===== src/rtl/pio_bank_pkg.sv =====
// pio_bank_pkg: shared definitions for the parallel I/O bank.
//   - Register offsets within a channel's 8-word window.
//   - Edge capture mode encodings.
//   - addr_width(): word-address width for a given channel count.
package pio_bank_pkg;

  localparam logic [2:0] OFF_OUT  = 3'd0;
  localparam logic [2:0] OFF_IN   = 3'd1;
  localparam logic [2:0] OFF_MASK = 3'd2;
  localparam logic [2:0] OFF_EDGE = 3'd3;
  localparam logic [2:0] OFF_SET  = 3'd4;
  localparam logic [2:0] OFF_CLR  = 3'd5;

  localparam int EDGE_RISE = 0;
  localparam int EDGE_FALL = 1;
  localparam int EDGE_ANY  = 2;

  // Channel index in the upper bits, 3-bit register offset in the lower bits.
  function automatic int addr_width(input int num_ch);
    return $clog2(num_ch) + 3;
  endfunction

endpackage


===== src/rtl/pio_bank_chan.sv =====
// pio_bank_chan: one channel of the PIO bank.
//   clk, rst_n   : clock, asynchronous active-low reset
//   edge_en      : edge detection enable (high once the synchroniser is primed)
//   wr_en        : write strobe already decoded for this channel
//   wr_off       : register offset of the write
//   wr_data      : write data (low WIDTH bits)
//   pin          : asynchronous input bits
//   out_reg      : OUT register (drives the pins)
//   in_sync      : synchronised input value
//   mask_reg     : IRQ_MASK register
//   edge_reg     : EDGE_CAP register
//   irq_req      : channel interrupt request, |(EDGE_CAP & IRQ_MASK)
module pio_bank_chan
  import pio_bank_pkg::*;
#(
  parameter int          WIDTH       = 16,
  parameter int          EDGE_MODE   = 0,
  parameter logic [31:0] OUT_RESET   = 32'h0,
  parameter int          SYNC_STAGES = 2
) (
  input  logic             clk,
  input  logic             rst_n,
  input  logic             edge_en,
  input  logic             wr_en,
  input  logic [2:0]       wr_off,
  input  logic [WIDTH-1:0] wr_data,
  input  logic [WIDTH-1:0] pin,
  output logic [WIDTH-1:0] out_reg,
  output logic [WIDTH-1:0] in_sync,
  output logic [WIDTH-1:0] mask_reg,
  output logic [WIDTH-1:0] edge_reg,
  output logic             irq_req
);

  logic [WIDTH-1:0] sync_reg [SYNC_STAGES];
  logic [WIDTH-1:0] prev_reg;
  logic [WIDTH-1:0] edge_raw;
  logic [WIDTH-1:0] edge_det;
  logic [WIDTH-1:0] out_next;
  logic [WIDTH-1:0] mask_next;
  logic [WIDTH-1:0] edge_next;
  logic [WIDTH-1:0] w1c_bits;

  assign in_sync = sync_reg[SYNC_STAGES-1];

  // prev_reg keeps tracking the synchronised value while detection is
  // disabled, so it already matches the input when detection turns on.
  always_ff @(posedge clk or negedge rst_n) begin
    if (!rst_n) begin
      for (int i = 0; i < SYNC_STAGES; i++) sync_reg[i] <= '0;
      prev_reg <= '0;
    end else begin
      sync_reg[0] <= pin;
      for (int i = 1; i < SYNC_STAGES; i++) sync_reg[i] <= sync_reg[i-1];
      prev_reg <= in_sync;
    end
  end

  always_comb begin
    if (EDGE_MODE == EDGE_FALL)     edge_raw = prev_reg & ~in_sync;
    else if (EDGE_MODE == EDGE_ANY) edge_raw = prev_reg ^ in_sync;
    else                            edge_raw = in_sync & ~prev_reg;
    edge_det = edge_en ? edge_raw : '0;
  end

  always_comb begin
    out_next  = out_reg;
    mask_next = mask_reg;
    w1c_bits  = '0;
    if (wr_en) begin
      case (wr_off)
        OFF_OUT:  out_next  = wr_data;
        OFF_MASK: mask_next = wr_data;
        OFF_EDGE: w1c_bits  = wr_data;
        OFF_SET:  out_next  = out_reg | wr_data;
        OFF_CLR:  out_next  = out_reg & ~wr_data;
        default:  ;
      endcase
    end
    // A fresh edge is ORed in after the clear so it survives a colliding W1C.
    edge_next = (edge_reg & ~w1c_bits) | edge_det;
  end

  always_ff @(posedge clk or negedge rst_n) begin
    if (!rst_n) begin
      out_reg  <= OUT_RESET[WIDTH-1:0];
      mask_reg <= '0;
      edge_reg <= '0;
    end else begin
      out_reg  <= out_next;
      mask_reg <= mask_next;
      edge_reg <= edge_next;
    end
  end

  assign irq_req = |(edge_reg & mask_reg);

endmodule


===== src/rtl/pio_bank_mm.sv =====
// pio_bank_mm: multi-channel Avalon-MM parallel I/O bank.
//   clk_clk        : system clock
//   reset_reset_n  : asynchronous active-low reset
//   avs_address    : {channel, offset[2:0]} word address
//   avs_read/write : bus strobes, no wait states
//   avs_writedata  : write data
//   avs_readdata   : registered read data, latency 1, held while idle
//   pio_in         : asynchronous inputs, channel c at [c*WIDTH +: WIDTH]
//   pio_out        : output registers, same packing
//   irq            : registered OR of all masked edge captures
module pio_bank_mm
  import pio_bank_pkg::*;
#(
  parameter int          NUM_CH      = 4,
  parameter int          WIDTH       = 16,
  parameter int          EDGE_MODE   = 0,
  parameter logic [31:0] OUT_RESET   = 32'h0,
  parameter int          SYNC_STAGES = 2,
  localparam int         AW          = addr_width(NUM_CH)
) (
  input  logic                    clk_clk,
  input  logic                    reset_reset_n,
  input  logic [AW-1:0]           avs_address,
  input  logic                    avs_read,
  input  logic                    avs_write,
  input  logic [31:0]             avs_writedata,
  output logic [31:0]             avs_readdata,
  input  logic [NUM_CH*WIDTH-1:0] pio_in,
  output logic [NUM_CH*WIDTH-1:0] pio_out,
  output logic                    irq
);

  localparam logic [2:0] PRIME_MAX = 3'(SYNC_STAGES + 1);

  logic [AW-1:0]    chan_sel;
  logic [2:0]       reg_off;
  logic [2:0]       prime_reg;
  logic             edge_en;
  logic [31:0]      rd_next;
  logic [NUM_CH-1:0] irq_req_vec;
  logic [WIDTH-1:0] out_vec  [NUM_CH];
  logic [WIDTH-1:0] in_vec   [NUM_CH];
  logic [WIDTH-1:0] mask_vec [NUM_CH];
  logic [WIDTH-1:0] edge_vec [NUM_CH];

  // Write data above WIDTH is discarded by design.
  logic unused_wdata;
  assign unused_wdata = ^avs_writedata;

  // Shift rather than slice so a single-channel bank (no channel bits) works;
  // any nonzero upper bits then simply select no channel.
  assign chan_sel = avs_address >> 3;
  assign reg_off  = avs_address[2:0];

  for (genvar gi = 0; gi < NUM_CH; gi++) begin : g_chan
    pio_bank_chan #(
      .WIDTH      (WIDTH),
      .EDGE_MODE  (EDGE_MODE),
      .OUT_RESET  (OUT_RESET),
      .SYNC_STAGES(SYNC_STAGES)
    ) u_chan (
      .clk     (clk_clk),
      .rst_n   (reset_reset_n),
      .edge_en (edge_en),
      .wr_en   (avs_write && (chan_sel == AW'(gi))),
      .wr_off  (reg_off),
      .wr_data (avs_writedata[WIDTH-1:0]),
      .pin     (pio_in[gi*WIDTH +: WIDTH]),
      .out_reg (out_vec[gi]),
      .in_sync (in_vec[gi]),
      .mask_reg(mask_vec[gi]),
      .edge_reg(edge_vec[gi]),
      .irq_req (irq_req_vec[gi])
    );
    assign pio_out[gi*WIDTH +: WIDTH] = out_vec[gi];
  end

  // Counts the synchroniser fill plus the previous-value load; edges are
  // ignored until then so inputs already active at release are not captured.
  always_ff @(posedge clk_clk or negedge reset_reset_n) begin
    if (!reset_reset_n) prime_reg <= '0;
    else if (prime_reg != PRIME_MAX) prime_reg <= prime_reg + 3'd1;
  end
  assign edge_en = (prime_reg == PRIME_MAX);

  always_comb begin
    rd_next = '0;
    for (int c = 0; c < NUM_CH; c++) begin
      if (chan_sel == AW'(c)) begin
        case (reg_off)
          OFF_OUT:  rd_next[WIDTH-1:0] = out_vec[c];
          OFF_IN:   rd_next[WIDTH-1:0] = in_vec[c];
          OFF_MASK: rd_next[WIDTH-1:0] = mask_vec[c];
          OFF_EDGE: rd_next[WIDTH-1:0] = edge_vec[c];
          default:  ;
        endcase
      end
    end
  end

  always_ff @(posedge clk_clk or negedge reset_reset_n) begin
    if (!reset_reset_n) begin
      avs_readdata <= '0;
      irq          <= 1'b0;
    end else begin
      if (avs_read) avs_readdata <= rd_next;
      irq <= |irq_req_vec;
    end
  end

endmodule


===== config.mk =====
export PLATFORM = sky130hd
export DESIGN_NAME = pio_bank_mm
export DESIGN_NICKNAME = d
export VERILOG_FILES = /design/src/rtl/pio_bank_pkg.sv /design/src/rtl/pio_bank_chan.sv /design/src/rtl/pio_bank_mm.sv
export SDC_FILE = /design/constraint.sdc
export NUM_CORES = 1
export LEC_CHECK = 0
export CORE_UTILIZATION = 55
export CTS_CLUSTER_DIAMETER = 120
export DETAILED_ROUTE_END_ITERATION = 12
export GPL_ROUTABILITY_DRIVEN = 0
export GPL_TIMING_DRIVEN = 0
export PLACE_DENSITY = 0.79
export SLEW_MARGIN = 25
export SYNTH_ARGS = -nofsm -noshare
export SYNTH_HDL_FRONTEND = slang
export SYNTH_HIERARCHICAL = 1
export SYNTH_SLANG_ARGS = --single-unit

===== constraint.sdc =====
create_clock -name clk_clk -period 4.7 [get_ports clk_clk]
set_clock_uncertainty 0.15 [all_clocks]
set_input_delay 0.94 -clock clk_clk [delete_from_list [all_inputs] [get_ports clk_clk]]
set_output_delay 0.94 -clock clk_clk [all_outputs]
set_load 0.05 [all_outputs]

; ---- Word level (Yosys, flattened, before mapping)
; Index checks and enable logic that the tools add are counted.
[word_totals]
output_inout_bits = 97
word_cells = 108
input_bits = 105
register_bits = 404
[classes]
bitwise = 33
n_reduce_logical = 16
n_addsub = 1
mux = 21
eq_ne = 10
[ops]
columns = op, n
row1 = $and A16 B16 Y16, 16
row2 = $pmux W16 S4, 4
row3 = $mux W16, 13
row4 = $pmux W16 S3, 4
row5 = $not A16 Y16, 9
row6 = $or A16 B16 Y16, 8
row7 = $reduce_or A64 Y1, 1
row8 = $reduce_and A2 Y1, 8
row9 = $eq A3 B2 Y1 const B, 3
row10 = $eq A3 B3 Y1 const B, 2
row11 = $logic_not A5 Y1, 1
row12 = $eq A2 B2 Y1 const B, 2
row13 = $logic_and A1 B1 Y1, 4
row14 = $add A3 B1 Y3 const B, 1
row15 = $eq A3 B1 Y1 const B, 1
row16 = $logic_not A3 Y1, 1
row17 = $ne A3 B2 Y1 const B, 1
row18 = $reduce_bool A3 Y1, 1
row19 = $eq A2 B1 Y1 const B, 1

; ---- Longest topological paths before layout
; Gate-level depths: netlist of run 1.
[depth]
word_depth = 9
ltp_mapped = 10

; ---- Modules after synthesis
; The synthesis of run 1 kept the hierarchy.
[by_module_without_submodules]
columns = module, area_per_inst_um2, cells_each, instances, seq_area_each_um2
row1 = pio_bank_chan, 3584.7, 269, 4, 2402.3
row2 = pio_bank_mm, 3115.5, 377, 1, 500.5

; ---- Least setup slack after synthesis of run 1
; Ideal clock, no wire load.
[synth_path]
kind = input -> register
start = input avs_address[4]
end = register g_chan[0].u_chan.mask_reg[10]
path_stages = 9
setup_ns = 0.125
arrival_ns = 2.707
required_time_ns = 4.425
setup_slack_ns = 1.718
path_cell_list = buf_2 -> or2_2 -> clkbuf_1 -> buf_2 -> nor2_1 -> nor4bb_4 -> buf_6 -> buf_12 -> mux2_4
[synth_via]
elab_chain_len = 3
[synth_rtl]
columns = element, line_no
row1 = from (decl), pio_bank_mm.sv:23  ; input logic [AW-1:0] avs_address,
row2 = $logic_not A5 Y1, pio_bank_mm.sv:65  ; .wr_en (avs_write && (chan_sel == AW'(gi))),
row3 = $logic_and A1 B1 Y1, pio_bank_mm.sv:65
row4 = $reduce_and A2 Y1 (no line), --
row5 = to (signal assigned), pio_bank_chan.sv:91  ; mask_reg <= mask_next;
row6 = to (decl), pio_bank_chan.sv:30  ; output logic [WIDTH-1:0] mask_reg,
; No other way between the ends.
; A chain may end at the register's enable or synchronous reset.

; ---- Worst setup path in the final report of run 1
[layout_path]
start = input avs_address[1]
end = register avs_readdata[8]
[layout_via]
elab_chain_len = 9
word_cells_on_any_way = 12
[layout_rtl]
columns = element, line_no
row1 = "$eq A3 B2 Y1, or another cell as far along", pio_bank_mm.sv:90  ; case (reg_off)
row2 = $pmux W16 S4, pio_bank_mm.sv:90
row3 = $mux W16, pio_bank_mm.sv:89  ; if (chan_sel == AW'(c)) begin
row4 = $pmux W16 S4, pio_bank_mm.sv:90
row5 = $mux W16, pio_bank_mm.sv:89
row6 = $pmux W16 S4, pio_bank_mm.sv:90
row7 = $mux W16, pio_bank_mm.sv:89
row8 = $pmux W16 S4, pio_bank_mm.sv:90
row9 = $mux W16 *, pio_bank_mm.sv:89
row10 = to (signal assigned), pio_bank_mm.sv:106  ; if (avs_read) avs_readdata <= rd_next;
row11 = to (decl), pio_bank_mm.sv:27  ; output logic [31:0] avs_readdata,
; Mark *: on every way between the ends. The rest lies on a longest branch, timed or not.

==> results.cfg, run 1 <==
[timing]
finalSetupViolCount = 0
setup_ws_ns = 0.654
hold_slack_ns = 0.161
min_period_ns = 4.05
drv_slew = 0
tightestPinTransition_ns = 1.16
post-route-period-util = 0.861
relSlewSlack = 0.225
rsz0062_at_grt = false
fmax_ghz = 0.247
hold_violations = 0

[clock_network]
cts_sinks = 404
cts_tree = done
post_cts_resize_count = 0
cts_root_buf = clkbuf_16
cts_hold_buf = 0
clockBufferDepth = 3
clock_latency_ns = 0.54
postCtsSetupBuffers = 0
htree_levels = 2
cts.clk_slew.worst_paths_ns = 0.06
cts_buffers = 42

[setup_path]
path_class = in2reg
crit_path_frequent_cell = buf_2
r2r_end = avs_readdata[10]$_DFFE_PN0P_
cp.arrival_ns = 4.32
reg2reg_slack_ns = 2.25
r2r_cells = 6
max_stage_delay_ns = 1.19
crit_family = buffers and inverters
crit_required_ns = 4.98
cp-startpoint = avs_address[1]
critical_path_peak_fanout = 23
path_cells = clkdlybuf4s50_1 > buf_2 > buf_2 > o21ai_0 > a2111oi_1 > a21oi_1 > a32o_1
cp_slowest_cell = clkdlybuf4s50_1
rr_startpoint = g_chan[3].u_chan/in_sync[10]$_DFF_PN0_
cp.buffers_inverters = 3
end_kind = flip-flop
worstSetupPathDepth = 7
start_kind = input port

[yosys]
syn_avg_cell_area_sq_um = 12.0
synth_cell_types = 58
ys_seq_area_frac = 0.579
synth_area_leaders = dfrtp_1 58%, a21oi_1 4.7%, a32o_1 3.8%
synth-edff-count = 0
synth_top_area_frac = 0.579
ys_seq_elements = 404
ys.flop_type = dfrtp_1
async_flop_share = 1.00
yosysTopAreaCell = dfrtp_1
ys_warn_count = 6
synth_area_sq_mm = 0.0175
syn_inst = 1453

[place]
portBuffers = 167
placed_cell_area_sq_mm = 0.0198
pre_cts_ws_ns = 0.248
place_inst = 2035
dp_hpwl_mm = 36.2

[floorplan]
core_area_sq_mm = 0.0309
rows = 64
io-pin-count = 202
die_x_um = 180
fp.dieH_um = 180
fp.dieArea_sq_mm = 0.0325
start_util = 0.565

[route]
drc = 0
drtIter0Drc = 1598
dr.pass1.iters = 8
viasPerCell = 6.45
routed_wl_mm = 52.5
vias = 13610
wl_per_cell_um = 24.9
ant_nets = 0

[cells_and_area]
diodes = 0
multiInputGateArea_sq_mm = 0.00589
syn_to_final_growth_pct = 21.8
post-route-cell-area_sq_mm = 0.0213
final_nets = 1790
register_area_sq_mm = 0.0101
drive_above_1_share = 0.185
fill_cells = 2230
final_cells = 2109

[power_and_ir_drop]
power_uw = 9730
ir_worst_vdd_uv = 325
pwr_density_cell_mw_per_mm2 = 458
power_leakage_uw = 0.00917

[outcome]
status = finished clean

[global_routing]
overflow = 0
grt_max_degree = 98
grt_pass1_wl_mm = 79.8
grt_antenna_before_repair = 0
grt_pass1_vias = 13423
track_usage = 0.325

[flow_run]
maxCapViolations = 0

[min_path]
min_path_type = in2async
==> layout by cell type (no fill, tap or decap), types with 5 or more instances in the layout <==
cell	instances
nor2_1	21
bufinv_16	7
buf_1	5
mux2_2	40
mux2_4	40
buf_6	19
nand3_1	78
mux2i_1	42
o21ai_0	93
dfrtp_1	404
clkbuf_1	42
nor3_1	6
clkinv_2	8
a22o_1	17
inv_1	69
a221oi_1	28
o221ai_1	6
a32o_1	67
buf_4	89
a221o_1	10
nand3b_1	5
nor2b_1	8
clkbuf_8	8
a31oi_1	5
clkdlybuf4s50_1	162
conb_1	16
nand2_1	91
a21oi_1	165
clkbuf_16	43
mux4_2	12
buf_2	22
==> where the power goes <==
group | internal [uW] | switching, uW
registers | 3840 | 343
clock network | 2180 | 1360
logic | 780 | 1230
total | 6800 | 2930
==> stage by stage <==
stage                     utilization  TNS [ns]
final                           0.688         0
after global placement          0.637  -5876.83
after floorplan                     -         0
after CTS                       0.688         0
after global routing            0.688         0
after detailed placement        0.640         0
==> how the worst max path moves through the flow <==
stage / to
floorplan: g_chan[0].u_chan/mask_reg[10]$_DFFE_PN0P_
global placement: g_chan[2].u_chan/sync_reg[26]$_DFF_PN0_
detailed placement: avs_readdata[13]$_DFFE_PN0P_
CTS: avs_readdata[13]$_DFFE_PN0P_
global route: avs_readdata[8]$_DFFE_PN0P_
finish: avs_readdata[8]$_DFFE_PN0P_
==> synth_stat cells, types with 8 or more instances <==
library cell / instances
clkbuf_1: 38
nor2_1: 21
nand3_1: 78
buf_2: 18
dfrtp_1: 404
mux4_2: 12
mux2i_1: 42
inv_1: 69
buf_6: 19
a221o_1: 10
a22o_1: 17
nand2_1: 91
mux2_4: 40
a21oi_1: 165
a32o_1: 67
nor2b_1: 8
a221oi_1: 28
mux2_2: 40
buf_4: 89
o21ai_0: 93
==> worst register-to-register path, delay by kind of cell (launching register included) <==
kind | cells | cell delay [ns]
buffers and inverters | 1 | 0.14
multiplexers | 1 | 0.24
AO/OA/AOI/OAI | 4 | 1.41
flip-flops | 1 | 0.39
==> metal layers <==
| metal | wire, um | track usage |
|---|---|---|
| met1 | 19300 | 0.413 |
| met2 | 23800 | 0.506 |
| met3 | 5880 | 0.0825 |
| met4 | 3500 | 0.199 |
| met5 | 0 | 0 |
==> layout make-up <==
type / instances / area share
Timing Repair Buffer: 171 / 0.0831
Inverter: 70 / 0.0124
Clock buffer: 55 / 0.0565
Clock inverter: 19 / 0.0132
Tap cell: 396 / 0.0233
Multi-Input combinational cell: 816 / 0.277
Sequential cell: 404 / 0.476
Buffer: 178 / 0.0587
==> kinds of logic after synthesis <==
logic type / synth area share
other: 0.000215
AOI/OAI and AO/OA: 0.161
DFF: 0.579
xor gates and xnor gates: 0.000502
and+or+nand+nor: 0.0718
adders and majority gates: 0.00143
buffers and inverters: 0.0866
muxes: 0.0998
(Power assumes the default switching activity.)
==> run 2, diff against run 1 <==
--- a/config.mk
+++ b/config.mk
@@ -10,9 +10,10 @@
 export DETAILED_ROUTE_END_ITERATION = 12
 export GPL_ROUTABILITY_DRIVEN = 0
 export GPL_TIMING_DRIVEN = 0
-export PLACE_DENSITY = 0.79
+export PLACE_DENSITY_LB_ADDON = 0.15
 export SLEW_MARGIN = 25
 export SYNTH_ARGS = -nofsm -noshare
 export SYNTH_HDL_FRONTEND = slang
 export SYNTH_HIERARCHICAL = 1
 export SYNTH_SLANG_ARGS = --single-unit
+export TNS_END_PERCENT = 5
==> run 2 against run 1 <==
  * Via count is 1.7% lower
  * Non-clock buffer count did not move
  * First-iteration DRC count is 13% lower
  * Power shrank 0.44%
  * Largest cell class unchanged
  * Count of clock-buffer cells in the layout increased by 5
  * Sequential power hardly changed
  * Design area about the same
  * Cell count rose by 0.19%
  * Largest power group unchanged
  * Global-route usage rose by 0.22 points
  * Register-to-register slack worse by 0.07 ns
  * Critical path depth up 1
  * Clock power is essentially flat
==> results.cfg, run 2 (synthesized netlist as in run 1, its figures left out) <==
[clock_network]
cts_buffers = 43
clockBufferDepth = 3
clock_latency_ns = 0.55
postCtsSetupBuffers = 0
cts.clk_slew.worst_paths_ns = 0.06
cts_root_buf = clkbuf_16
cts_hold_buf = 0
htree_levels = 2
cts_tree = done
cts_sinks = 404
post_cts_resize_count = 0

[flow_run]
maxCapViolations = 0

[setup_path]
crit_end = avs_readdata[8]$_DFFE_PN0P_
worstSetupPathDepth = 8
end_kind = flip-flop
cp.buffers_inverters = 3
critical_path_peak_fanout = 10
max_stage_delay_ns = 0.99
reg2reg_slack_ns = 2.18
crit_family = compound AO/OA/AOI/OAI gates
path_class = in2reg
cp-startpoint = avs_address[0]
path_cells = clkdlybuf4s50_1 > buf_6 > buf_4 > mux2i_1 > o21ai_0 > a2111oi_0 > a21oi_1 > a32o_1
cp.arrival_ns = 4.06
r2r_end = avs_readdata[8]$_DFFE_PN0P_
start_kind = input port
rr_startpoint = g_chan[3].u_chan/in_sync[8]$_DFF_PN0_
cp_slowest_cell = a2111oi_0
r2r_cells = 6
crit_required_ns = 4.98

[timing]
rsz0062_at_grt = false
hold_violations = 0
fmax_ghz = 0.264
min_period_ns = 3.78
hold_slack_ns = 0.195
tightestPinTransition_ns = 1.14
finalSetupViolCount = 0
drv_slew = 0
relSlewSlack = 0.220
post-route-period-util = 0.805

[route]
wl_per_cell_um = 24.9
dr.pass1.iters = 6
vias = 13381
drc = 0
routed_wl_mm = 52.7
viasPerCell = 6.33
drtIter0Drc = 1397
ant_nets = 0

[power_and_ir_drop]
power_leakage_uw = 0.00917
pwr_density_cell_mw_per_mm2 = 456
ir_worst_vdd_uv = 290

[min_path]
hold_depth = 0
min_path_type = reg2reg

[floorplan]
core_area_sq_mm = 0.0309
rows = 64
die_x_um = 180
io-pin-count = 202
start_util = 0.565
fp.dieH_um = 180
fp.dieArea_sq_mm = 0.0325

[global_routing]
grt_antenna_before_repair = 0
grt_max_degree = 94
track_usage = 0.328
grt_pass1_wl_mm = 80.0
grt_pass1_vias = 13201
overflow = 0

[cells_and_area]
diodes = 0
drive_above_1_share = 0.186
final_nets = 1791
mostFrequentLayoutCell = dfrtp_1
syn_to_final_growth_pct = 21.8
fin_util = 0.688
final_cell_mix = 404 x dfrtp_1, 165 x a21oi_1, 160 x clkdlybuf4s50_1

[outcome]
status = finished clean

[place]
portBuffers = 167
dp_hpwl_mm = 36.5
-- run 2: per-layer routing --
metal / routed length (um) / up-vias / track usage
li1: - / 5635 / -
met3: 4650 / 184 / 0.0570
met5: 71 / - / 0.0163
met1: 20300 / 6748 / 0.432
met4: 2670 / 2 / 0.156
met2: 25000 / 812 / 0.529
-- run 2: worst min-delay path by stage --
stage	from	to	slack, ns
final	g_chan[2].u_chan/sync_reg[23]$_DFF_PN0_	g_chan[2].u_chan/in_sync[7]$_DFF_PN0_	0.20
after global routing	g_chan[1].u_chan/sync_reg[24]$_DFF_PN0_	g_chan[1].u_chan/in_sync[8]$_DFF_PN0_	0.20
after CTS	g_chan[2].u_chan/sync_reg[24]$_DFF_PN0_	g_chan[2].u_chan/in_sync[8]$_DFF_PN0_	0.20
after detailed placement	g_chan[1].u_chan/sync_reg[28]$_DFF_PN0_	g_chan[1].u_chan/in_sync[12]$_DFF_PN0_	0.18
after global placement	g_chan[3].u_chan/sync_reg[21]$_DFF_PN0_	g_chan[3].u_chan/in_sync[5]$_DFF_PN0_	0.18
after floorplan	g_chan[0].u_chan/sync_reg[16]$_DFF_PN0_	g_chan[0].u_chan/in_sync[0]$_DFF_PN0_	0.18
-- run 2: layout make-up --
class                           instances  area, sq um
Clock inverter                         18          225
Tap cell                              396          495
Clock buffer                           60         1260
Fill cell                            2224         9660
Buffer                                178         1250
Multi-Input combinational cell        816         5890
Sequential cell                       404        10100
Inverter                               70          263
Timing Repair Buffer                  171         1760
-- run 2: power breakdown --
part | switching (uW) | internal, uW
Clock | 1370 | 2150
Combinational | 1220 | 779
Sequential | 334 | 3840
Total | 2930 | 6760
-- run 2: worst register-to-register path, stage by stage, from the launching register on --
cell	delay, ns
dfrtp_1	0.40
buf_4	0.14
mux2i_1	0.18
o21ai_0	0.11
a2111oi_0	0.99
a21oi_1	0.12
a32o_1	0.31
-- run 2: per-stage QoR --
stage	power [uW]	area, sq um	TNS (ns)	instances	setup slack (ns)
after floorplan	5340	17500	0	1468	1.72
after global placement	6140	19700	-5951.14	2031	-14.76
after detailed placement	6190	19800	0	2035	0.231
after CTS	9690	21300	0	2113	0.775
after global routing	9980	21300	0	2113	0.903
final	9690	21300	0	2113	0.917
==> edit: new RTL, config.mk and constraints of run 2 <==
Put a register stage on the output `pio_out`, cleared by the reset. The value now appears one clock later. The other outputs are not delayed to match.
--- a/src/rtl/pio_bank_mm.sv
+++ b/src/rtl/pio_bank_mm.sv
@@ -31,6 +31,8 @@
 );
 
   localparam logic [2:0] PRIME_MAX = 3'(SYNC_STAGES + 1);
+
+  logic [NUM_CH*WIDTH-1:0] pio_d;
 
   logic [AW-1:0]    chan_sel;
   logic [2:0]       reg_off;
@@ -72,7 +74,7 @@
       .edge_reg(edge_vec[gi]),
       .irq_req (irq_req_vec[gi])
     );
-    assign pio_out[gi*WIDTH +: WIDTH] = out_vec[gi];
+    assign pio_d[gi*WIDTH +: WIDTH] = out_vec[gi];
   end
 
   // Counts the synchroniser fill plus the previous-value load; edges are
@@ -108,5 +110,13 @@
     end
   end
 
+  always_ff @(posedge clk_clk or negedge reset_reset_n) begin
+    if (!reset_reset_n) begin
+      pio_out <= '0;
+    end else begin
+      pio_out <= pio_d;
+    end
+  end
+
 endmodule
 
Behaviour: not the same (a bounded check fails within 4 cycles, from zero or initial values and one cycle with reset_reset_n low).
==> edit against run 2 <==
Synthesized cell count increased by 2.7%; sequential cell count increased by 64; hold slack got worse by 0.022 ns; setup slack got worse by 0.18 ns; register-to-register slack improved by 0.06 ns; power increased by 9.8%; area after synthesis increased by 10%; design area increased by 8.8%; wire length increased by 3.3%; critical path depth decreased by 2; critical path type unchanged; largest power group unchanged; highest routed layer is now met4.
==> edit: results (changes against run 2) <==
status: "finished clean"
yosys-top-cells-count: "dfrtp_1, a21oi_1, buf_4"
cp_slowest_cell: "clkdlybuf4s50_1"
hp-class: "in -> async"
async_reset_ff_share_pct: 100.0  # unchanged
cts_made_buffers: 47  # +9.3%
top_layer: "met4"
p_switching_uw: 3144  # +7.5%
drtPass1Iterations: 7  # +1
dp_slack_ns: 0.2552  # +0.02456 ns
placed_cell_area_sq_um: 21610  # +9.3%
antenna_found_initial: 1  # +1
drive_gt1_share_pct: 18.27  # -0.36 points
ys_warn_count: 6  # unchanged
grt.met2_usage_pct: 46.76  # -6.2 points
avgRoutedWirePerCell_um: 24.56  # -1.5%
post_cts_buffers: 0  # unchanged
worstRegToRegCells: 6  # unchanged
grt_usage_pct: 31.07  # -1.7 points
worst_pin_slew_ns: 1.124  # -0.01550 ns
ys_top_cells_by_area: "dfrtp_1, buf_4, a21oi_1"
clockBufferDepth: 3  # unchanged
synth.distinct_cells: 63  # +8.6%
io_buffers: 167  # unchanged
grt_util_met3_pct: 5.848  # +0.15 points
critical_path_arrival_ns: 4.22  # +0.16 ns
diodes: 0  # unchanged
finalNetCount: 1835  # +2.5%
htree_levels: 2  # unchanged
insertion_delay_ns: 0.55  # about the same
worstPathMaxFanout: 20  # +10
cts-root-buf: "clkbuf_16"
grt_max_degree: 99  # +5.3%
p_leak_uw: 0.01001  # +9.2%
fill_cells: 2520  # +13%
dr.first_iter.drc_count: 1516  # +8.5%
grt_overflow: 0  # unchanged
wl_met1_um: 22180  # +9.1%
post_cts_resized: 0  # unchanged
p_comb_uw: 2040  # +2%
path_clk_slew_ns: 0.06  # about the same
ys_seq_area_share_pct: 61.00  # +3.1 points
hpwl_um: 36780  # +0.70%
wl_met3_um: 4980  # +7.0%
vias: 13690  # +2.3%
slowest_delay_ns: 1.12  # +0.13 ns
grt_pass1_wl_um: 82510  # +3.2%
use_met1_pct: 43.60  # +0.42 points
wl_met2_um: 24720  # -0.97%
vdd_drop_max_v: 0.0003354  # +15%
seqPwrFrac_pct: 46.1  # +3.1 points
antenna_left: 0  # unchanged
-- edit: per-stage QoR --
| step | utilization [%] | total power (uW) | setup TNS, ns | cells |
|---|---|---|---|---|
| 3_5_place_dp | 62.73 | 6971 | 0 | 2134 |
| 3_3_place_gp | 62.39 | 6930 | -8228.69 | 2129 |
| 6_report | 67.07 | 10640 | 0 | 2217 |
| 4_1_cts | 67.15 | 10670 | 0 | 2217 |
| 5_1_grt | 67.07 | 11000 | 0 | 2217 |
| 2_1_floorplan | - | 6081 | 0 | 1507 |
-- edit: cells by family (layout without fill, tap and decap cells) --
logic type,after synthesis,in the layout,synth area share (%)
buf+inv,245,500,7.944
other cells,1,16,0.01953
flops,468,468,61.00
xor+xnor,1,1,0.04563
mux,143,143,9.866
simple gates,234,234,6.921
fa+ha+maj,2,2,0.1303
compound gates,398,398,14.08
-- edit: worst max-delay path: cells and delay by family --
| family | cells | cell delay, ns |
|---|---|---|
| compound gates | 2 | 0.83 |
| buf+inv | 3 | 2.00 |
| mux | 1 | 0.42 |
-- edit: final timing paths --
kind	start	slack [ns]	end
setup / recovery	avs_address[1]	0.73	avs_readdata[11]
max in group asynchronous	reset_reset_n	2.97	g_chan[3].u_chan/sync_reg[24]
setup reg to reg	prime_reg[0]	2.24	g_chan[1].u_chan/edge_reg[14]
min in group clk_clk	g_chan[3].u_chan/sync_reg[21]	0.19	g_chan[3].u_chan/in_sync[5]
hold / removal	reset_reset_n	0.17	g_chan[2].u_chan/sync_reg[28]
hold reg to reg	g_chan[3].u_chan/sync_reg[21]	0.19	g_chan[3].u_chan/in_sync[5]
-- edit: final cells by class --
class                      count  area share, %
tap                          455          2.463
clock buffer                  68          5.917
clock inverter                15         0.6713
buffer                       176          5.479
multi-input combinational    794          26.04
timing repair buffer         172          7.633
inverter                      69          1.121
sequential                   468          50.67
